File: src/rtl/conv_mask_wt_sched.sv
// Weight-table and dataEn sequencer for the conv_mask6/5/4 bank.
// Weights are written to a shadow table and promoted to the active table only between frames.
module conv_mask_wt_sched #(
    parameter int NUM_W    = 29,
    parameter int AW       = 5,
    parameter int PIPE_LAT = 6
) (
    input  logic                  isp_clk,
    input  logic                  rst,
    input  logic                  cfg_wr_en,
    input  logic [AW-1:0]         cfg_addr,
    input  logic [15:0]           cfg_wdata,
    input  logic                  cfg_commit,
    input  logic                  frame_start,
    input  logic                  frame_end,
    input  logic                  pix_valid,
    output logic [16*NUM_W-1:0]   wt_active,
    output logic                  wt_valid,
    output logic                  data_en,
    output logic                  commit_pend,
    output logic                  busy,
    output logic                  frame_done,
    output logic                  cfg_err
);

    localparam int CW = (PIPE_LAT > 1) ? $clog2(PIPE_LAT) : 1;

    typedef enum logic [1:0] {IDLE, ARMED, RUN, DRAIN} state_t;

    state_t          state;
    state_t          state_nxt;
    logic [CW-1:0]   drain_cnt;
    logic [CW-1:0]   drain_cnt_nxt;
    logic [15:0]     shadow [NUM_W];
    logic [15:0]     active [NUM_W];
    logic            swap;
    logic            addr_ok;
    logic            start_err;

    assign busy    = (state == RUN) || (state == DRAIN);
    assign swap    = commit_pend && !busy;
    assign addr_ok = 32'(cfg_addr) < 32'(NUM_W);

    for (genvar g = 0; g < NUM_W; g++) begin : g_pack
        assign wt_active[16*g +: 16] = active[g];
    end

    // A frame_start colliding with frame_end in RUN is absorbed by the frame_end.
    always_comb begin
        state_nxt     = state;
        drain_cnt_nxt = drain_cnt;
        start_err     = 1'b0;
        data_en       = 1'b0;
        case (state)
            IDLE: begin
                start_err = frame_start;
                if (swap) begin
                    state_nxt = ARMED;
                end
            end
            ARMED: begin
                if (frame_start) begin
                    state_nxt = RUN;
                end
            end
            RUN: begin
                data_en = pix_valid;
                if (frame_end) begin
                    state_nxt     = DRAIN;
                    drain_cnt_nxt = CW'(PIPE_LAT - 1);
                end else begin
                    start_err = frame_start;
                end
            end
            DRAIN: begin
                data_en   = 1'b1;
                start_err = frame_start;
                if (drain_cnt == '0) begin
                    state_nxt = ARMED;
                end else begin
                    drain_cnt_nxt = drain_cnt - CW'(1);
                end
            end
            default: state_nxt = IDLE;
        endcase
    end

    // Swap reads the shadow as it stood before this cycle's write, so a coincident write waits for the next commit.
    always_ff @(posedge isp_clk) begin
        if (rst) begin
            state       <= IDLE;
            drain_cnt   <= '0;
            commit_pend <= 1'b0;
            wt_valid    <= 1'b0;
            frame_done  <= 1'b0;
            cfg_err     <= 1'b0;
            for (int i = 0; i < NUM_W; i++) begin
                shadow[i] <= '0;
                active[i] <= '0;
            end
        end else begin
            state       <= state_nxt;
            drain_cnt   <= drain_cnt_nxt;
            commit_pend <= cfg_commit || (commit_pend && !swap);
            frame_done  <= (state == DRAIN) && (drain_cnt == '0);
            cfg_err     <= (cfg_wr_en && !addr_ok) || start_err;
            if (swap) begin
                wt_valid <= 1'b1;
                for (int i = 0; i < NUM_W; i++) begin
                    active[i] <= shadow[i];
                end
            end
            if (cfg_wr_en && addr_ok) begin
                shadow[cfg_addr] <= cfg_wdata;
            end
        end
    end

endmodule

File: config.mk
export PLATFORM = sky130hd
export DESIGN_NAME = conv_mask_wt_sched
export DESIGN_NICKNAME = d
export VERILOG_FILES = /design/src/rtl/conv_mask_wt_sched.sv
export SDC_FILE = /design/constraint.sdc
export NUM_CORES = 1
export LEC_CHECK = 0
export ABC_AREA = 1
export CORE_MARGIN = 3
export CORE_UTILIZATION = 54
export CTS_CLUSTER_DIAMETER = 120
export CTS_CLUSTER_SIZE = 12
export DETAILED_ROUTE_END_ITERATION = 16
export PLACE_DENSITY = 0.9
export SLEW_MARGIN = 20
export SYNTH_ARGS = -nofsm -noshare
export SYNTH_HDL_FRONTEND = slang
export SYNTH_SLANG_ARGS = --single-unit
File: constraint.sdc
create_clock -name isp_clk -period 40.4 [get_ports isp_clk]
set_clock_uncertainty 0.2 [all_clocks]
set_input_delay 6.06 -clock isp_clk [delete_from_list [all_inputs] [get_ports isp_clk]]
set_output_delay 6.06 -clock isp_clk [all_outputs]
set_load 0.005 [all_outputs]
==> flow_summary.html <==
<table>
<tr><th>Metric</th><th>Value</th></tr>
<tr><th colspan="2">Worst hold path</th></tr>
<tr><td>Class of the most critical hold timing path</td><td>reg2reg</td></tr>
<tr><td>Number of instances on the worst hold path</td><td>2</td></tr>
<tr><th colspan="2">Critical path</th></tr>
<tr><td>Category of the most critical setup path</td><td>in2out</td></tr>
<tr><td>Number of cells traversed by the worst register-to-register path</td><td>7</td></tr>
<tr><td>Maximum net fanout on the critical path</td><td>1</td></tr>
<tr><td>WP data required</td><td>34.14 ns</td></tr>
<tr><td>Startpoint kind of the worst setup timing path</td><td>primary input</td></tr>
<tr><td>Critical Path Sink Type</td><td>output port</td></tr>
<tr><td>Critical path data arrival time</td><td>7.24 ns</td></tr>
<tr><th colspan="2">Yosys</th></tr>
<tr><td>Simple-gate area share of the yosys netlist</td><td>11.9%</td></tr>
<tr><td>Ys Warns</td><td>0</td></tr>
<tr><td>Largest family of logic cells by synthesized area</td><td>simple AND/OR/NAND/NOR gates</td></tr>
<tr><td>Fraction of the yosys area taken by sequential cells</td><td>80.6%</td></tr>
<tr><td>Flip-flop and latch count after synthesis</td><td>937</td></tr>
<tr><td>Biggest area contributors in the synthesized netlist</td><td>edfxtp_1 80%, nor2_1 10%, inv_1 5.3%</td></tr>
<tr><td>Multiplexer fraction of the synthesized cell area</td><td>0%</td></tr>
<tr><td>Fraction of the mapped netlist area in compound gates</td><td>0.129%</td></tr>
<tr><td>Share of synthesized flip-flops with an asynchronous set or reset</td><td>0%</td></tr>
<tr><td>Number of distinct library cells after synthesis</td><td>23</td></tr>
<tr><td>Post-synthesis cell count</td><td>2626</td></tr>
<tr><td>Count leader, synth</td><td>nor2_1</td></tr>
<tr><td>Most frequent cells after synthesis</td><td>940 x nor2_1, 928 x edfxtp_1, 495 x inv_1, 72 x clkbuf_1</td></tr>
<tr><td>Cell area after synthesis</td><td>34800 um^2</td></tr>
<tr><td>Largest area contributor in the synthesized netlist</td><td>edfxtp_1</td></tr>
<tr><td>Share of the synthesized area in the top cell type</td><td>80.1%</td></tr>
<tr><td>Synth Flop Type</td><td>edfxtp_1</td></tr>
<tr><td>Mean post-synth cell area</td><td>13.3 um^2</td></tr>
<tr><td>Number of synthesized flops with an enable pin</td><td>928</td></tr>
<tr><td>Net count after synthesis</td><td>2661</td></tr>
<tr><td>Xor/xnor cell area share of the yosys netlist</td><td>0%</td></tr>
<tr><td>Fraction of the mapped netlist area in adder cells</td><td>0.252%</td></tr>
<tr><th colspan="2">Power and ir drop</th></tr>
<tr><td>Switching portion of total power</td><td>23.5%</td></tr>
<tr><td>Seq pwr share</td><td>54.7%</td></tr>
<tr><td>Worst voltage drop across the vdd grid</td><td>0.0404 mV</td></tr>
<tr><td>Internal Pwr Total</td><td>0.00172 W</td></tr>
<tr><td>Power share of the clock group</td><td>33.1%</td></tr>
<tr><td>Combinational share of power</td><td>12.3%</td></tr>
<tr><td>Power per standard cell area</td><td>52.5 nW/um^2</td></tr>
<tr><td>Power dissipated by switching net loads</td><td>0.000528 W</td></tr>
<tr><td>Total power</td><td>0.00225 W</td></tr>
<tr><td>Static Leak</td><td>17.4 nW</td></tr>
<tr><th colspan="2">GRT</th></tr>
<tr><td>First-pass GRT wire length</td><td>131000 um</td></tr>
<tr><td>Maximum number of pins on one net before global-route repair</td><td>174</td></tr>
<tr><td>Vias in the first global route</td><td>20800</td></tr>
<tr><td>Global-route total usage across every layer</td><td>27.0%</td></tr>
<tr><td>Grt total ovfl</td><td>0</td></tr>
<tr><td>Number of antenna violations at the first check in global routing</td><td>4</td></tr>
<tr><th colspan="2">Clock network</th></tr>
<tr><td>Post-CTS Setup Repair Bufs</td><td>0</td></tr>
<tr><td>Clock transition at the register clock pins on the worst setup and hold paths after CTS</td><td>0.06 ns</td></tr>
<tr><td>CTS tree</td><td>built</td></tr>
<tr><td>Quantity of gates resized following cts</td><td>0</td></tr>
<tr><td>Cts bufs inserted</td><td>88</td></tr>
<tr><td>Clock tree root driver cell</td><td>clkbuf_16</td></tr>
<tr><td>CTS H-Tree Depth</td><td>3</td></tr>
<tr><td>Clock Path Buffers</td><td>3</td></tr>
<tr><td>Hold-fix buffers at CTS</td><td>0</td></tr>
<tr><td>Insertion delay of the later-clocked pin in the worst-skew pair</td><td>0.62 ns</td></tr>
<tr><td>Number of sinks driven by the clock tree</td><td>937</td></tr>
<tr><th colspan="2">Run</th></tr>
<tr><td>Number of maximum-capacitance violations</td><td>0</td></tr>
<tr><th colspan="2">STA</th></tr>
<tr><td>Worst hold slack</td><td>0.316 ns</td></tr>
<tr><td>Final critical-path required period</td><td>13.50 ns</td></tr>
<tr><td>Highest clock rate</td><td>0.0741 GHz</td></tr>
<tr><td>Unrepaired setup endpoints after global routing</td><td>no</td></tr>
<tr><td>Final worst path period share</td><td>33.4%</td></tr>
<tr><td>Worst slew margin relative to its limit</td><td>19.6%</td></tr>
<tr><td>Final hold violation count</td><td>0</td></tr>
<tr><td>Final max-slew violation count</td><td>0</td></tr>
<tr><td>Transition time at the pin with the least slew margin</td><td>1.21 ns</td></tr>
<tr><td>Finish-stage setup viols</td><td>0</td></tr>
<tr><td>Setup total negative slack</td><td>0 ns</td></tr>
<tr><th colspan="2">Drt</th></tr>
<tr><td>DR DRC count</td><td>0</td></tr>
<tr><td>First DRT Iteration DRCs</td><td>2799</td></tr>
<tr><td>Number of vias after detailed routing</td><td>21300</td></tr>
<tr><td>Antenna Violating Nets Remaining</td><td>0</td></tr>
<tr><td>Total wire length</td><td>93000 um</td></tr>
<tr><td>Wire length per cell</td><td>23.4 um</td></tr>
<tr><td>Mean number of vias per cell</td><td>5.35</td></tr>
<tr><td>First-pass iteration count of the detailed router</td><td>5</td></tr>
<tr><th colspan="2">Place</th></tr>
<tr><td>Final estimated routing congestion in global placement</td><td>0.788</td></tr>
<tr><td>Post-detail-place hpwl</td><td>55600 um</td></tr>
<tr><td>Post-place instance area</td><td>40300 um^2</td></tr>
<tr><td>Total of buffers placed on input and output ports</td><td>497</td></tr>
<tr><th colspan="2">Floorplanning</th></tr>
<tr><td>Number of ports placed on the die boundary</td><td>498</td></tr>
<tr><td>Die Span X</td><td>260 um</td></tr>
<tr><td>Placeable core region</td><td>63400 um^2</td></tr>
<tr><td>Starting density of the core</td><td>54.9%</td></tr>
<tr><td>Die outline area</td><td>67500 um^2</td></tr>
<tr><td>Die height</td><td>260 um</td></tr>
<tr><td>Placement row count</td><td>92</td></tr>
<tr><th colspan="2">Outcome</th></tr>
<tr><td>Status</td><td>finished, final reports clean</td></tr>
<tr><th colspan="2">Layout</th></tr>
<tr><td>Share of layout cells above drive strength 1</td><td>5.40%</td></tr>
<tr><td>Final Core Density</td><td>67.5%</td></tr>
<tr><td>Area growth from synthesis to layout</td><td>23.0%</td></tr>
<tr><td>Post-route design area</td><td>42800 um^2</td></tr>
<tr><td>Count of filler cells inserted in the layout</td><td>3929</td></tr>
<tr><td>Final nets</td><td>3123</td></tr>
</table>
## kinds of logic (layout without fill, tap and decap cells)
logic type	Yosys count	after routing
fa+ha+maj	7	7
compound gates	9	9
simple gates	1038	1038
flops	937	937
other cells	0	1
buf+inv	635	1136
## worst paths after layout
kind,from,end,slack [ns]
max,pix_valid,data_en,26.90
min,shadow[20][15],active[1][79],0.32
max reg2reg,state[0],active[1][78],36.40
min reg2reg,shadow[20][15],active[1][79],0.32
## cells in the final DEF, fill, tap and decap left out, types with 2 or more instances in the layout
| cell type | n |
|---|---|
| clkbuf_16 | 89 |
| o21ai_0 | 3 |
| ha_1 | 7 |
| clkbuf_1 | 34 |
| inv_2 | 18 |
| buf_6 | 3 |
| clkinv_8 | 4 |
| buf_4 | 9 |
| nor3_2 | 7 |
| a21oi_1 | 6 |
| nor2_1 | 940 |
| edfxtp_1 | 928 |
| nand2_1 | 49 |
| clkdlybuf4s50_1 | 496 |
| nand3_2 | 21 |
| dfxtp_1 | 9 |
| inv_1 | 479 |
| nor2_2 | 2 |
| nand2_2 | 8 |
| nand3_1 | 6 |
## metal layers
| metal | track usage [%] | routed length (um) |
|---|---|---|
| met1 | 32.7 | 31800 |
| met2 | 46.5 | 47100 |
| met3 | 6.38 | 10200 |
| met4 | 11.7 | 3860 |
| met5 | 0 | 54 |
## critical path, stage by stage
cell             delay (ns)
clkdlybuf4s50_1        0.47
nand2_1                0.07
nand2_1                0.12
clkdlybuf4s50_1        0.51
## layout make-up
type / count / area [um^2] / area share, %
clock buffer: 123 / 2350 / 5.50
inverter: 498 / 1870 / 4.38
antenna: 1 / 2.50 / 0.00585
tap: 846 / 1060 / 2.47
clock inverter: 6 / 96.3 / 0.225
multi-input combinational: 1054 / 4280 / 10.0
sequential: 937 / 28000 / 65.5
timing repair buffer: 509 / 5090 / 11.9
## state kept, by name, summed over array words and instances, names as in the netlist
| signal | flops |
|---|---|
| drain_cnt | 3 |
| shadow | 464 |
| wt_valid | 1 |
| commit_pend | 1 |
| state | 2 |
| frame_done | 1 |
| cfg_err | 1 |
| active | 464 |
## power groups by stage
stage | clock network, W | logic, W | registers [W]
after detailed placement | 0 | 0.000274 | 0.00125
after global placement | 0 | 0.000264 | 0.00124
after floorplan | 0 | 0.0000765 | 0.00127
after global routing | 0.000781 | 0.000293 | 0.00123
final | 0.000743 | 0.000276 | 0.00123
after CTS | 0.000746 | 0.000277 | 0.00123
## per-stage QoR
| step | instances | setup slack [ns] |
|---|---|---|
| 3_3_place_gp | 3844 | 26.90 |
| 4_1_cts | 3973 | 26.86 |
| 2_1_floorplan | 2626 | 22.81 |
| 3_5_place_dp | 3844 | 26.87 |
| 5_1_grt | 3974 | 26.85 |
| 6_report | 3974 | 26.90 |
Power figures use the tool's default switching activity.
